## config.mk

```make
export PLATFORM = sky130hd
export DESIGN_NAME = log2_scheduler
export DESIGN_NICKNAME = d
export VERILOG_FILES = /design/src/rtl/log2_scheduler.sv
export SDC_FILE = /design/constraint.sdc
export NUM_CORES = 1
export LEC_CHECK = 0
export BUFFER_PORTS_ARGS = -buffer_cell sky130_fd_sc_hd__buf_2
export CORE_AREA = 2 2 96 98
export CTS_CLUSTER_DIAMETER = 40
export DETAILED_ROUTE_END_ITERATION = 7
export DIE_AREA = 0 0 98 100
export GPL_TIMING_DRIVEN = 1
export PLACE_DENSITY_LB_ADDON = 0.12
export SLEW_MARGIN = 20
export SYNTH_ARGS = -nofsm -noshare
export SYNTH_HDL_FRONTEND = slang
export SYNTH_SLANG_ARGS = --single-unit
```

## constraint.sdc

```tcl
create_clock -name clk -period 2.6 [get_ports clk]
set_input_delay 0.26 -clock clk [delete_from_list [all_inputs] [get_ports clk]]
set_output_delay 0.26 -clock clk [all_outputs]
set_load 0.005 [all_outputs]
```

## src/rtl/log2_scheduler.sv

```systemverilog
// Shares one pipelined log2 unit among NUM_REQ requesters: round-robin issue,
// a tag pipe that tracks the unit in lockstep, and a drain/flush controller.
module log2_scheduler #(
  parameter int NUM_REQ    = 4,
  parameter int DATA_WIDTH = 32,
  parameter int LAT        = 6
) (
  input  logic                          clk,
  input  logic                          rst,
  input  logic [NUM_REQ-1:0]            req_valid,
  output logic [NUM_REQ-1:0]            req_ready,
  input  logic [NUM_REQ*DATA_WIDTH-1:0] req_data,
  output logic [NUM_REQ-1:0]            rsp_valid,
  input  logic [NUM_REQ-1:0]            rsp_ready,
  output logic [DATA_WIDTH-1:0]         rsp_data,
  output logic                          unit_en,
  output logic                          unit_vld_in,
  output logic [DATA_WIDTH-1:0]         unit_oprand,
  input  logic                          unit_vld_out,
  input  logic [DATA_WIDTH-1:0]         unit_result,
  input  logic                          flush_req,
  output logic                          flush_done,
  output logic                          busy,
  output logic [1:0]                    dbg_state
);

  localparam int TW = (NUM_REQ > 1) ? $clog2(NUM_REQ) : 1;
  localparam int CW = $clog2(LAT + 1);

  typedef enum logic [1:0] {
    ST_RUN     = 2'd0,
    ST_DRAIN   = 2'd1,
    ST_FLUSHED = 2'd2
  } state_t;

  state_t                  state_q, state_d;
  logic [TW-1:0]           rr_ptr_q, rr_ptr_d;
  logic [LAT-1:0]          tag_vld_q, tag_vld_d;
  logic [LAT-1:0][TW-1:0]  tag_id_q, tag_id_d;
  logic [CW-1:0]           count_q, count_d;

  logic [TW-1:0]           tag_out;
  logic [TW-1:0]           gnt;
  logic [TW-1:0]           idx;
  logic                    found;
  logic                    stall;
  logic                    rsp_hs;
  logic                    can_issue;
  logic                    accept;
  logic [DATA_WIDTH-1:0]   op_sel;

  assign tag_out = tag_id_q[LAT-1];

  // Both sides use valid/ready: a transfer happens on a rising edge where
  // valid and ready are both high; a stalled response holds the whole unit.
  always_comb begin
    stall     = unit_vld_out & ~rst & ~rsp_ready[tag_out];
    rsp_hs    = unit_vld_out & ~rst & rsp_ready[tag_out];
    unit_en   = ~stall;
    rsp_valid = '0;
    if (unit_vld_out && !rst) rsp_valid[tag_out] = 1'b1;
    rsp_data  = unit_result;
  end

  always_comb begin
    found = 1'b0;
    gnt   = '0;
    idx   = '0;
    for (int k = 0; k < NUM_REQ; k++) begin
      idx = TW'((int'(rr_ptr_q) + k) % NUM_REQ);
      if (!found && req_valid[idx]) begin
        found = 1'b1;
        gnt   = idx;
      end
    end
    op_sel = '0;
    for (int k = 0; k < NUM_REQ; k++) begin
      if (gnt == TW'(k)) op_sel = req_data[k*DATA_WIDTH +: DATA_WIDTH];
    end
  end

  // A full counter can only coincide with a retiring head, so the guard never
  // costs throughput; it just keeps the counter bounded by construction.
  always_comb begin
    can_issue   = ~rst & (state_q == ST_RUN) & unit_en &
                  ((count_q != CW'(LAT)) | rsp_hs);
    accept      = can_issue & found;
    req_ready   = '0;
    if (accept) req_ready[gnt] = 1'b1;
    unit_vld_in = accept;
    unit_oprand = accept ? op_sel : '0;
  end

  always_comb begin
    rr_ptr_d = rr_ptr_q;
    if (accept) rr_ptr_d = (int'(gnt) == NUM_REQ - 1) ? '0 : gnt + TW'(1);

    tag_vld_d = tag_vld_q;
    tag_id_d  = tag_id_q;
    if (unit_en) begin
      tag_vld_d[0] = accept;
      tag_id_d[0]  = gnt;
      for (int s = 1; s < LAT; s++) begin
        tag_vld_d[s] = tag_vld_q[s-1];
        tag_id_d[s]  = tag_id_q[s-1];
      end
    end

    count_d = count_q;
    if (accept && !rsp_hs)      count_d = count_q + CW'(1);
    else if (!accept && rsp_hs) count_d = count_q - CW'(1);

    state_d = state_q;
    case (state_q)
      ST_RUN:     if (flush_req) state_d = ST_DRAIN;
      ST_DRAIN: begin
        if (!flush_req)          state_d = ST_RUN;
        else if (count_q == '0)  state_d = ST_FLUSHED;
      end
      ST_FLUSHED: if (!flush_req) state_d = ST_RUN;
      default:                    state_d = ST_RUN;
    endcase
  end

  always_ff @(posedge clk or posedge rst) begin
    if (rst) begin
      state_q   <= ST_RUN;
      rr_ptr_q  <= '0;
      tag_vld_q <= '0;
      tag_id_q  <= '0;
      count_q   <= '0;
    end else begin
      state_q   <= state_d;
      rr_ptr_q  <= rr_ptr_d;
      tag_vld_q <= tag_vld_d;
      tag_id_q  <= tag_id_d;
      count_q   <= count_d;
    end
  end

  assign busy       = (count_q != '0);
  assign flush_done = (state_q == ST_FLUSHED);
  assign dbg_state  = state_q;

  a_tag_align: assert property (@(posedge clk) disable iff (rst)
    tag_vld_q[LAT-1] == unit_vld_out);
  a_count_max: assert property (@(posedge clk) disable iff (rst)
    count_q <= CW'(LAT));

endmodule

```

# After elaboration in Yosys (flattened, before gate mapping)
# Cells that the tools add are included.
op_classes:
  n_reduce_logical: 20
  n_addsub: 6
  n_eq_ne: 10
  mux: 37
  bitwise_logic: 11
  n_lt_le_gt_ge: 8
ops:
  columns: ["op", "n"]
  rows:
  - ["$mux 32", 5]
  - ["$lt 2x3->1 const B", 6]
  - ["$mux 2", 9]
  - ["$mux 1", 11]
  - ["$bmux 1 s2", 5]
  - ["$logic_and 1x1->1", 8]
  - ["$mux 4", 2]
  - ["$and 1x1->1", 7]
  - ["$eq 2x1->1 const B", 3]
  - ["$eq 2x2->1 const B", 3]
  - ["$logic_not 1->1", 6]
  - ["$mux 3", 2]
  - ["$ne 3x3->1 const B", 2]
  - ["$pmux 2 s3", 1]
  - ["$add 2x1->2 const B", 2]
  - ["$add 2x2->2 const B", 2]
  - ["$demux 1 s2", 2]
  - ["$ge 2x1->1 const B", 2]
  - ["$logic_not 2->1", 2]
  - ["$ne 2x2->1 const B", 2]
  - ["$add 3x1->3 const B", 1]
  - ["$logic_not 3->1", 1]
  - ["$not 1->1", 3]
  - ["$reduce_and 3->1", 1]
  - ["4 further kinds", 4]
totals:
  register_bits: 19
  wordCells: 101
  input_bits: 172
  out_inout_bits: 78

# Longest topological paths before layout
# Gate-level depths: netlist of the first run.
depth:
  depth_word: 18
  ltp_mapped: 12
  ltp_nobuf: 10

# Least setup slack after synthesis of the first run
# No wires, ideal clock.
synth_path:
  path_kind: "register -> output"
  startpoint: "register rr_ptr_q[0]"
  endpoint: "output unit_oprand[10]"
  path_slack_ns: 0.194
  path_buffers: 3
  required_ns: 2.340
  arrival_ns: 2.146
  stages_incl_launch_ff: 13
  path_cell_list: "dfrtp_1 > nand2b_1 > a21o_1 > o211ai_1 > inv_1 > ha_1 > clkbuf_1 > nor2b_1 > clkbuf_1 > buf_2 > a221oi_1 > o31ai_1 > and2_1"
synth_via:
  elab_chain_len: 18
  elab_cells_between_ends: 35
  classes_between: "3 x add/sub; 3 x eq/ne; 21 x mux; 1 x bitwise; 7 x reduce/logical"
synth_lines:
  columns: ["element", "line", "source"]
  rows:
  - ["start, declared", "37", "logic [TW-1:0] rr_ptr_q, rr_ptr_d;"]
  - ["start signal, assigned", "134", "rr_ptr_q <= rr_ptr_d;"]
  - ["parallel branches: the longest is 11 deep, another holds $add 2x1->2", null, null]
  - ["$mux 2 *", "71", "if (!found && req_valid[idx]) begin"]
  - ["net gnt[0]", "43", "logic [TW-1:0] gnt;"]
  - ["$logic_not 2->1", "78", "if (gnt == TW'(k)) op_sel = req_data[k*DATA_WIDTH +: DATA_WIDTH];"]
  - ["$mux 32 (3 in a row)", "78", null]
  - ["$mux 32 *", "78", null]
  - ["$mux 32 *", "91", "unit_oprand = accept ? op_sel : '0;"]
  - ["end, declared", "18", "output logic [DATA_WIDTH-1:0] unit_oprand,"]
# Mark *: on every way through the listed nets, which the timed path passes. The select of a mux whose other input is x is not followed.

# Worst setup path in the final report of the first run
layout_path:
  startpoint: "register rr_ptr_q[0]"
  endpoint: "output unit_oprand[31]"
# Same word-level chain as after synthesis.

==> results of run 1 <==
power by group:
group | leakage (nW) | switching, W | total (W) | internal, W
Sequential | 0.230 | 0.000114 | 0.000552 | 0.000438
Clock | 0.0255 | 0.000101 | 0.000208 | 0.000106
Combinational | 1.51 | 0.00110 | 0.00233 | 0.00123
sequential cells by signal, summed over array words and instances, names as in the netlist:
name	count
tag_id_q	10
tag_out	2
count_q	3
dbg_state	2
rr_ptr_q	2
metal layers:
metal / up-vias / track usage / share of wire
met3: 10 / 0.0251 / 0.062
li1: 1394 / - / -
met2: 131 / 0.296 / 0.50
met4: 0 / 0.0417 / 0.0099
met5: - / 0 / 0
met1: 1332 / 0.226 / 0.43
kinds of logic (layout without fill, tap and decap cells):
kind of cell | after synthesis | count (layout) | synth area share
AOI/OAI and AO/OA | 80 | 80 | 0.257
muxes | 14 | 14 | 0.0681
xor gates and xnor gates | 3 | 3 | 0.0106
buffers and inverters | 68 | 219 | 0.161
adders and majority gates | 6 | 6 | 0.0333
DFF | 19 | 19 | 0.192
and+or+nand+nor | 125 | 125 | 0.278
worst min-delay path by stage:
stage                    to  slack [ns]  depth (start not counted)
6_report       dbg_state[1]        0.15                          2
5_1_grt        dbg_state[1]        0.23                          2
4_1_cts        dbg_state[1]        0.19                          2
3_5_place_dp   dbg_state[1]        0.47                          2
3_3_place_gp     tag_out[0]        0.46                          2
2_1_floorplan    count_q[0]        0.21                          1
cells in the mapped netlist:
library cell,n
buf_4,33
o41ai_1,1
or3b_4,1
o22ai_4,1
nor2_1,6
xor2_1,2
and2_1,36
clkbuf_1,19
nor3_4,1
xnor2_1,1
o21a_1,2
nand3b_1,1
dfrtp_1,19
a21oi_1,2
mux2_2,11
ha_1,5
fa_1,1
a21o_1,1
and3b_1,1
mux2_4,3
buf_6,2
nor3_1,3
o22ai_1,1
nor2b_1,37
o31ai_1,32
o21ai_0,5
buf_2,4
nand2b_1,2
a221oi_1,32
nand2_1,37
inv_1,9
clkbuf_2,1
o311ai_0,1
o211ai_1,2
placed cells by master, fill, tap and decap left out, drive strengths merged, types with 4 or more instances in the layout:
| cell | count |
|---|---|
| inv | 9 |
| buf | 206 |
| mux2 | 14 |
| ha | 5 |
| a221oi | 32 |
| dfrtp | 19 |
| nor2b | 37 |
| o21ai | 5 |
| and2 | 36 |
| nor3 | 4 |
| nor2 | 6 |
| o31ai | 32 |
| nand2 | 37 |
final cells by class:
class,count,area [um2]
clock buffers,3,41.3
well taps,111,139
inverters,9,33.8
repair buffers,206,1200
clock inverters,1,5.00
fillers,949,5290
flip-flops and latches,19,475
multi-input cells,228,1710
metrics by stage:
step | total power (W) | utilization
5_1_grt | 0.00341 | 0.405
3_5_place_dp | 0.00258 | 0.374
2_1_floorplan | 0.00194 | -
4_1_cts | 0.00314 | 0.404
3_3_place_gp | 0.00256 | 0.374
6_report | 0.00309 | 0.405
what timing repair did:
item | CTS | global route
buffers inserted | 5 | 2
resized for setup | 23 | 4
endpoints found under the setup margin | 32 | 32
pin swaps | 36 | 4
cloned | 3 | 0
==> run summary, run 1 <==
## Outcome
• status: finished, violations left
• violations in the final reports: negative setup slack

## CTS
• Clock Latency Late Sink: 0.25 ns
• total of hold buffers inserted after clock tree synthesis: 0
• H-tree depth: 1
• post-CTS clock slew at the launch and capture registers of the worst setup and hold paths: 0.07 ns
• clock sink total: 19
• Num CTS Buffers: 3
• maximum buffer depth of the clock tree: 2
• Clock Tree Root: clkbuf_8
• TritonCTS clock tree: yes

## Worst setup path
• worst reg2reg path startpoint: tag_out[1]
• worst setup path endpoint: unit_oprand[31]
• count of cell instances traversed by the critical path: 12
• arrival time at the worst endpoint: 2.42 ns
• Crit Reg-Reg Endpoint: count_q[1]
• depth of the most critical reg-to-reg path: 7
• combined buffer and inverter count along the critical path: 4
• Max FO, Critical Path: 8
• highest cell delay on the worst timing path: 0.41 ns
• cell family with the largest share of critical-path delay: compound AO/OA/AOI/OAI gates
• critical path, cell by cell: nand2b_4 > a21o_1 > o211ai_1 > inv_1 > ha_2 > nor2b_4 > buf_6 > buf_16 > a221oi_1 > o31ai_1 > and2_1 > buf_2
• sort of element at the end of the critical path: output port
• required time worst endpoint: 2.34 ns
• flop2flop setup slack: 0.45 ns
• category of the critical setup timing path: flop to output port
• kind of launch point of the worst setup path: flop
• CP max stage cell: dfrtp_1
• launching instance or port of the critical path: rr_ptr_q[0]

## Pwr
• maximum vdd ir drop: 0.000528 V
• PwrDens: 859 mW/mm2
• Pleak: 1.77 nW

## STA
• Min Clock Period, post-route: 2.68 ns
• unrepaired setup endpoints after global routing: yes
• max-slew violation total from the final report: 0
• minimum setup slack in the final design: -0.0846 ns
• max-slew headroom at the worst pin: 0.530
• period utilisation layout: 1.03
• slew at the pin closest to its max-slew limit: 0.705 ns
• WHS: 0.151 ns
• number of setup violations in the final report: 18
• number of hold-slack violations in the final timing report: 0
• setup clock skew after layout: 0.00233 ns
• achievable clock frequency: 0.372 GHz
• accumulated negative setup slack: -0.949 ns

## Logic synthesis
• sequential share of the synthesized area: 0.192
• library cell with the largest summed area after synthesis: dfrtp_1
• Post-Syn Area: 0.00248 mm2
• flip-flop and latch count after synthesis: 19
• Yosys warning count: 0
• Gate Count Post-Synth: 315
• synthesized area divided by synthesized cell count: 7.87 um2
• distinct cell type count after synthesis: 34
• area share of the largest cell type after synthesis: 0.192
• top cells by area in the synthesized netlist: dfrtp_1 (19%), a221oi_1 (11%), buf_4 (10%)
• nets in the synthesized netlist: 493

## Hold path
• Min-Delay Path Class: primary input to asynchronous set/reset pin

## Place
• gpl congestion: 0.801
• buffers added on ports: 185
• placed instance count: 564
• detailed-placement wirelength estimate: 6820 um
• worst setup slack after placement: -0.0254 ns
• instance area after placement: 0.00333 mm2

## Routing
• routed vias: 2867
• DRC violation count after routing: 0
• first drt pass iteration count: 4
• number of nets still failing antenna checks after routing: 0
• Routed WL per cell: 15.8 um
• routed wire length: 9100 um
• violation count after the first detailed-routing iteration: 92
• drt via density: 4.97

## Final layout
• area growth from synthesis to layout: 45.2%
• layout cell share with drive strength beyond 1: 0.521
• layout net count: 645
• final cell count without fillers: 577
• Final Cell Area: 0.00360 mm2
• number of diodes: 0

## Global route
• wire length of the first global-routing pass: 13900 um
• via count of the first global-routing pass: 2632
• overflow left after global routing: 0
• total routing usage reported by global routing: 0.171
• antenna violations before repair: 0
• maximum number of pins on one net before global-route repair: 41

## Floorplan
• width of the chip: 98 um
• floorplan die area: 0.00980 mm2
• Initial Util: 0.279
• count of boundary I/O pins: 250
• area of the core region: 0.00889 mm2
• floorplan row count: 35
• height of the die: 100 um

## Flow run
• number of maximum-capacitance violations: 0

Power figures use the tool's default switching activity.
==> run 2, diff against run 1 <==
Settings changed: CORE_AREA 2 2 96 98 to 3 3 97 99, DIE_AREA 0 0 98 100 to 0 0 100 102.
==> run 2 against run 1 <==
Against the previous run:
- the run still ends with negative setup slack left
- maximum frequency up 0.11%
- non-clock buffer count is 8 higher
- register-to-register slack got worse by 0.03 ns
- wire length increased by 19%
- count of clock-buffer cells in the layout rose by 1
- utilization grew 4.3 points
- clock power decreased by 5%
- global-route usage increased by 0.70 points
- cell area increased by 7.5%
- clock skew down 0.0018 ns
- cell count is 0.87% higher
- via count up 2.0%
- highest routed layer unchanged
==> run summary, run 2 (synthesized netlist as in run 1, its figures left out) <==
## STA
• Min Clock Period, post-route: 2.68 ns
• setup clock skew after layout: 0.000575 ns
• max-slew violation total from the final report: 0
• minimum setup slack in the final design: -0.0816 ns
• achievable clock frequency: 0.373 GHz
• period utilisation layout: 1.03
• number of setup violations in the final report: 24
• WHS: 0.166 ns
• max-slew headroom at the worst pin: 0.509
• unrepaired setup endpoints after global routing: yes
• accumulated negative setup slack: -1.13 ns
• number of hold-slack violations in the final timing report: 0
• slew at the pin closest to its max-slew limit: 0.736 ns

## Final layout
• Biggest register: tag_id_q
• layout cell share with drive strength beyond 1: 0.572
• final core area utilization: 0.448
• largest registers: tag_id_q x10, count_q x3
• layout net count: 653
• area growth from synthesis to layout: 56.1%
• flip-flop count of the largest register, all copies and words added: 10
• most frequent cells in the layout: buf_2 (185), nand2_1 (37), and2_1 (36)
• most frequent standard cell in the layout excluding fill and tap cells: buf_2
• number of diodes: 0
• Final Cell Area: 0.00387 mm2

## Worst setup path
• sort of element at the end of the critical path: output port
• arrival time at the worst endpoint: 2.42 ns
• required time worst endpoint: 2.34 ns
• category of the critical setup timing path: flop to output port
• Max FO, Critical Path: 6
• kind of launch point of the worst setup path: flop

## CTS
• clock sink total: 19
• maximum buffer depth of the clock tree: 2
• post-CTS clock slew at the launch and capture registers of the worst setup and hold paths: 0.07 ns
• total of hold buffers inserted after clock tree synthesis: 0
• Num CTS Buffers: 3
• TritonCTS clock tree: yes
• H-tree depth: 1
• Clock Tree Root: clkbuf_8
• Clock Latency Late Sink: 0.25 ns

## Routing
• violation count after the first detailed-routing iteration: 67
• routed wire length: 10800 um
• routed vias: 2923
• drt via density: 5.02
• DRC violation count after routing: 0
• Routed WL per cell: 18.6 um
• number of nets still failing antenna checks after routing: 0
• first drt pass iteration count: 4

## Pwr
• PwrDens: 894 mW/mm2
• Pleak: 1.87 nW
• clock network fraction of total power: 0.057
• share of total power consumed by net switching: 0.420
• maximum vdd ir drop: 0.000471 V
• Net Switching: 0.00145 W
• Power Total: 0.00346 W
• cell-internal power: 0.00201 W
• part of the power in registers: 0.160
• combinational power share: 0.783

## Place
• instance area after placement: 0.00333 mm2
• gpl congestion: 0.780
• detailed-placement wirelength estimate: 7980 um
• buffers added on ports: 185

## Floorplan
• width of the chip: 100 um
• Initial Util: 0.287
• floorplan row count: 34
• count of boundary I/O pins: 250
• floorplan die area: 0.0102 mm2
• height of the die: 102 um
• area of the core region: 0.00864 mm2

## Global route
• total routing usage reported by global routing: 0.178
• overflow left after global routing: 0
• maximum number of pins on one net before global-route repair: 66
• wire length of the first global-routing pass: 14600 um
• via count of the first global-routing pass: 2631
• antenna violations before repair: 0

## Outcome
• violations in the final reports: negative setup slack
• status: finished, violations left

## Flow run
• number of maximum-capacitance violations: 0

## Hold path
• Min-Delay Path Class: primary input to asynchronous set/reset pin

-- run 2: cell types whose count changed in the layout (fill, tap and decap cells not counted), sizes merged --
cell    delta
clkbuf     +5
buf        +4
clkinv     -1
-- run 2: power by group through the flow --
stage               registers (W)  logic [W]  clock network, W
CTS                      0.000553    0.00250          0.000209
floorplan                0.000527    0.00141                 0
global placement         0.000554    0.00200                 0
global route             0.000579    0.00296          0.000223
detailed placement       0.000557    0.00204                 0
finish                   0.000554    0.00271          0.000198
-- run 2: critical path: stages, from the launching register on --
cell	delay, ns
dfrtp_1	0.42
nand2b_4	0.15
a21o_1	0.16
o211ai_1	0.10
buf_4	0.17
ha_4	0.13
nor2b_4	0.21
buf_4	0.16
clkbuf_16	0.14
a221oi_1	0.07
o31ai_1	0.20
and2_1	0.15
buf_2	0.11
-- run 2: stage by stage --
| step | std cells | setup slack [ns] |
|---|---|---|
| 2_1_floorplan | 315 | 0.194 |
| 3_3_place_gp | 562 | -0.000381 |
| 3_5_place_dp | 562 | -0.0237 |
| 4_1_cts | 574 | -0.0450 |
| 5_1_grt | 582 | -0.234 |
| 6_report | 582 | -0.0816 |
-- run 2: worst paths after layout --
path,from,to,slack (ns),depth (start not counted)
max,rr_ptr_q[0],unit_oprand[0],-0.08,12
min,rst,dbg_state[1],0.17,2
max reg2reg,tag_out[1],count_q[2],0.42,8
min reg2reg,tag_id_q[7],tag_id_q[9],0.50,1
max in group asynchronous,rst,tag_id_q[5],1.97,2
min in group clk,flush_req,dbg_state[1],0.25,2
-- run 2: cell type report --
cell class / count / area (um2)
Inverter: 9 / 33.8
Tap cell: 108 / 135
Sequential cell: 19 / 475
Fill cell: 892 / 4760
Clock buffer: 4 / 45.0
Timing Repair Buffer: 214 / 1330
Multi-Input combinational cell: 228 / 1850
-- run 2: repair_timing --
item,in CTS,in global routing
cloned,2,4
gates resized for setup,40,9
setup buffers,6,5
endpoints found under the setup margin,32,32
pin swaps,45,4
-- run 2: metal layers --
layer	GRT usage	routed length, um
met2	0.314	5610
met4	0.0197	57
met5	0	0
met1	0.215	4040
met3	0.0676	1120
==> run 3, diff against run 2 <==
--- a/config.mk
+++ b/config.mk
@@ -7,8 +7,8 @@
 export LEC_CHECK = 0
 export BUFFER_PORTS_ARGS = -buffer_cell sky130_fd_sc_hd__buf_2
-export CORE_AREA = 3 3 97 99
+export CORE_AREA = 5 5 93 95
 export CTS_CLUSTER_DIAMETER = 40
 export DETAILED_ROUTE_END_ITERATION = 7
-export DIE_AREA = 0 0 100 102
+export DIE_AREA = 0 0 98 100
 export GPL_TIMING_DRIVEN = 1
 export PLACE_DENSITY_LB_ADDON = 0.12
==> constraint.sdc (replaced) <==
create_clock -name clk -period 3.3 [get_ports clk]
set_input_delay 0.165 -clock clk [delete_from_list [all_inputs] [get_ports clk]]
set_output_delay 0.165 -clock clk [all_outputs]
set_load 0.005 [all_outputs]
==> run 3 against run 2 <==
Against the previous run:
- the flow now finishes without violations
- clock power shrank 18%
- die area down 3.9%
- clock skew rose by 0.0017 ns
- critical path type unchanged
==> run summary, run 3 (synthesized netlist as in run 1, its figures left out) <==
## CTS
• post-CTS clock slew at the launch and capture registers of the worst setup and hold paths: 0.07 ns
• clock sink total: 19
• count of cells resized by post-cts repair: 0
• TritonCTS clock tree: yes
• Post-CTS Setup Inserts: 0
• Clock Latency Late Sink: 0.25 ns
• H-tree depth: 1
• Clock Tree Root: clkbuf_8
• Num CTS Buffers: 3
• maximum buffer depth of the clock tree: 2
• total of hold buffers inserted after clock tree synthesis: 0

## Final layout
• flip-flop count of the largest register, all copies and words added: 10
• fill cell total of the finished layout: 821
• area growth from synthesis to layout: 32.2%
• layout cell share with drive strength beyond 1: 0.477
• area taken by flip-flops and latches: 475 um2
• Biggest register: tag_id_q
• largest registers: tag_id_q x10, count_q x3
• most frequent standard cell in the layout excluding fill and tap cells: buf_2
• most frequent cells in the layout: buf_2 (185), nand2_1 (37), nor2b_1 (36), and2_1 (36)
• number of diodes: 0
• combined area of the multi-input logic cells: 0.00161 mm2
• layout net count: 630

## Place
• gpl congestion: 0.877
• buffers added on ports: 185
• detailed-placement wirelength estimate: 7490 um

## STA
• achievable clock frequency: 0.355 GHz
• number of hold-slack violations in the final timing report: 0
• slew at the pin closest to its max-slew limit: 0.736 ns
• max-slew violation total from the final report: 0
• accumulated negative setup slack: 0 ns
• max-slew headroom at the worst pin: 0.509
• setup clock skew after layout: 0.00225 ns
• unrepaired setup endpoints after global routing: no
• number of setup violations in the final report: 0
• Min Clock Period, post-route: 2.82 ns
• period utilisation layout: 0.855

## Global route
• via count of the first global-routing pass: 2820
• overflow left after global routing: 0
• wire length of the first global-routing pass: 14200 um
• total routing usage reported by global routing: 0.175
• maximum number of pins on one net before global-route repair: 66
• antenna violations before repair: 0

## Floorplan
• area of the core region: 0.00765 mm2
• count of boundary I/O pins: 250
• Initial Util: 0.324
• width of the chip: 98 um
• floorplan die area: 0.00980 mm2
• floorplan row count: 32
• height of the die: 100 um

## Routing
• drt via density: 5.04
• routed wire length: 9270 um
• routed vias: 2786
• Routed WL per cell: 16.8 um
• first drt pass iteration count: 4
• number of nets still failing antenna checks after routing: 0
• violation count after the first detailed-routing iteration: 85
• DRC violation count after routing: 0

## Flow run
• number of maximum-capacitance violations: 0

## Pwr
• maximum vdd ir drop: 0.000264 V
• Pleak: 1.63 nW
• PwrDens: 631 mW/mm2
• Power Total: 0.00207 W

## Worst setup path
• required time worst endpoint: 3.13 ns
• category of the critical setup timing path: flop to output port
• kind of launch point of the worst setup path: flop
• arrival time at the worst endpoint: 2.66 ns
• sort of element at the end of the critical path: output port
• Max FO, Critical Path: 32

## Outcome
• status: complete, no violations

## Hold path
• Min-Delay Path Class: primary input to asynchronous set/reset pin

[run 3: changes by cell type in the layout (fill, tap and decap cells not counted), moves of 3 or more]
cell,delta
a221oi_1,+23
ha_4,-3
buf_12,-6
clkbuf_16,-4
a221oi_2,-22
buf_4,-11
nor2b_1,+3
[run 3: power by group]
part / internal [W] / total, W / switching, W
registers: 0.000345 / 0.000432 / 0.0000869
clock network: 0.0000839 / 0.000162 / 0.0000781
logic: 0.000733 / 0.00148 / 0.000742
[run 3: worst paths after layout]
kind,startpoint,to,slack [ns],cells past startpoint
max,rr_ptr_q[0],unit_oprand[6],0.48,11
min,rst,dbg_state[1],0.06,2
max reg2reg,tag_out[1],count_q[1],0.85,7
min reg2reg,tag_id_q[0],tag_id_q[0],0.49,2
max in group asynchronous,rst,tag_id_q[6],2.78,2
min in group clk,flush_req,dbg_state[1],0.13,2
[run 3: layout make-up]
cell class / instances / share of cell area
Timing Repair Buffer: 191 / 0.300
Sequential cell: 19 / 0.145
Clock buffer: 3 / 0.0126
Clock inverter: 1 / 0.00153
Tap cell: 102 / 0.0389
Multi-Input combinational cell: 228 / 0.492
Inverter: 9 / 0.0103
[run 3: metrics by stage]
stage | hold slack [ns] | instance area (um2) | worst slack, ns | util | instances
6_report | 0.0588 | 3280 | 0.479 | 0.429 | 553
5_1_grt | 0.141 | 3280 | 0.237 | 0.429 | 553
4_1_cts | 0.0945 | 3280 | 0.453 | 0.429 | 553
3_5_place_dp | 0.330 | 3230 | 0.748 | 0.423 | 549
3_3_place_gp | 0.330 | 3230 | 0.812 | 0.423 | 549
2_1_floorplan | 0.116 | 2480 | 0.976 | - | 315
[run 3: critical path, stage by stage (launching register included)]
cell,delay (ns)
dfrtp_1,0.41
nand2b_1,0.15
a21o_1,0.16
o211ai_1,0.17
inv_1,0.12
ha_1,0.24
nor2b_2,0.10
buf_4,0.34
a221oi_1,0.13
o31ai_1,0.26
and2_1,0.18
buf_2,0.12
[run 3: routing by layer]
| layer | track usage | share of wire | vias to the layer above |
|---|---|---|---|
| li1 | - | - | 1359 |
| met1 | 0.198 | 0.37 | 1247 |
| met2 | 0.311 | 0.51 | 152 |
| met3 | 0.0431 | 0.080 | 28 |
| met4 | 0.0767 | 0.042 | 0 |
| met5 | 0.0154 | 0 | - |
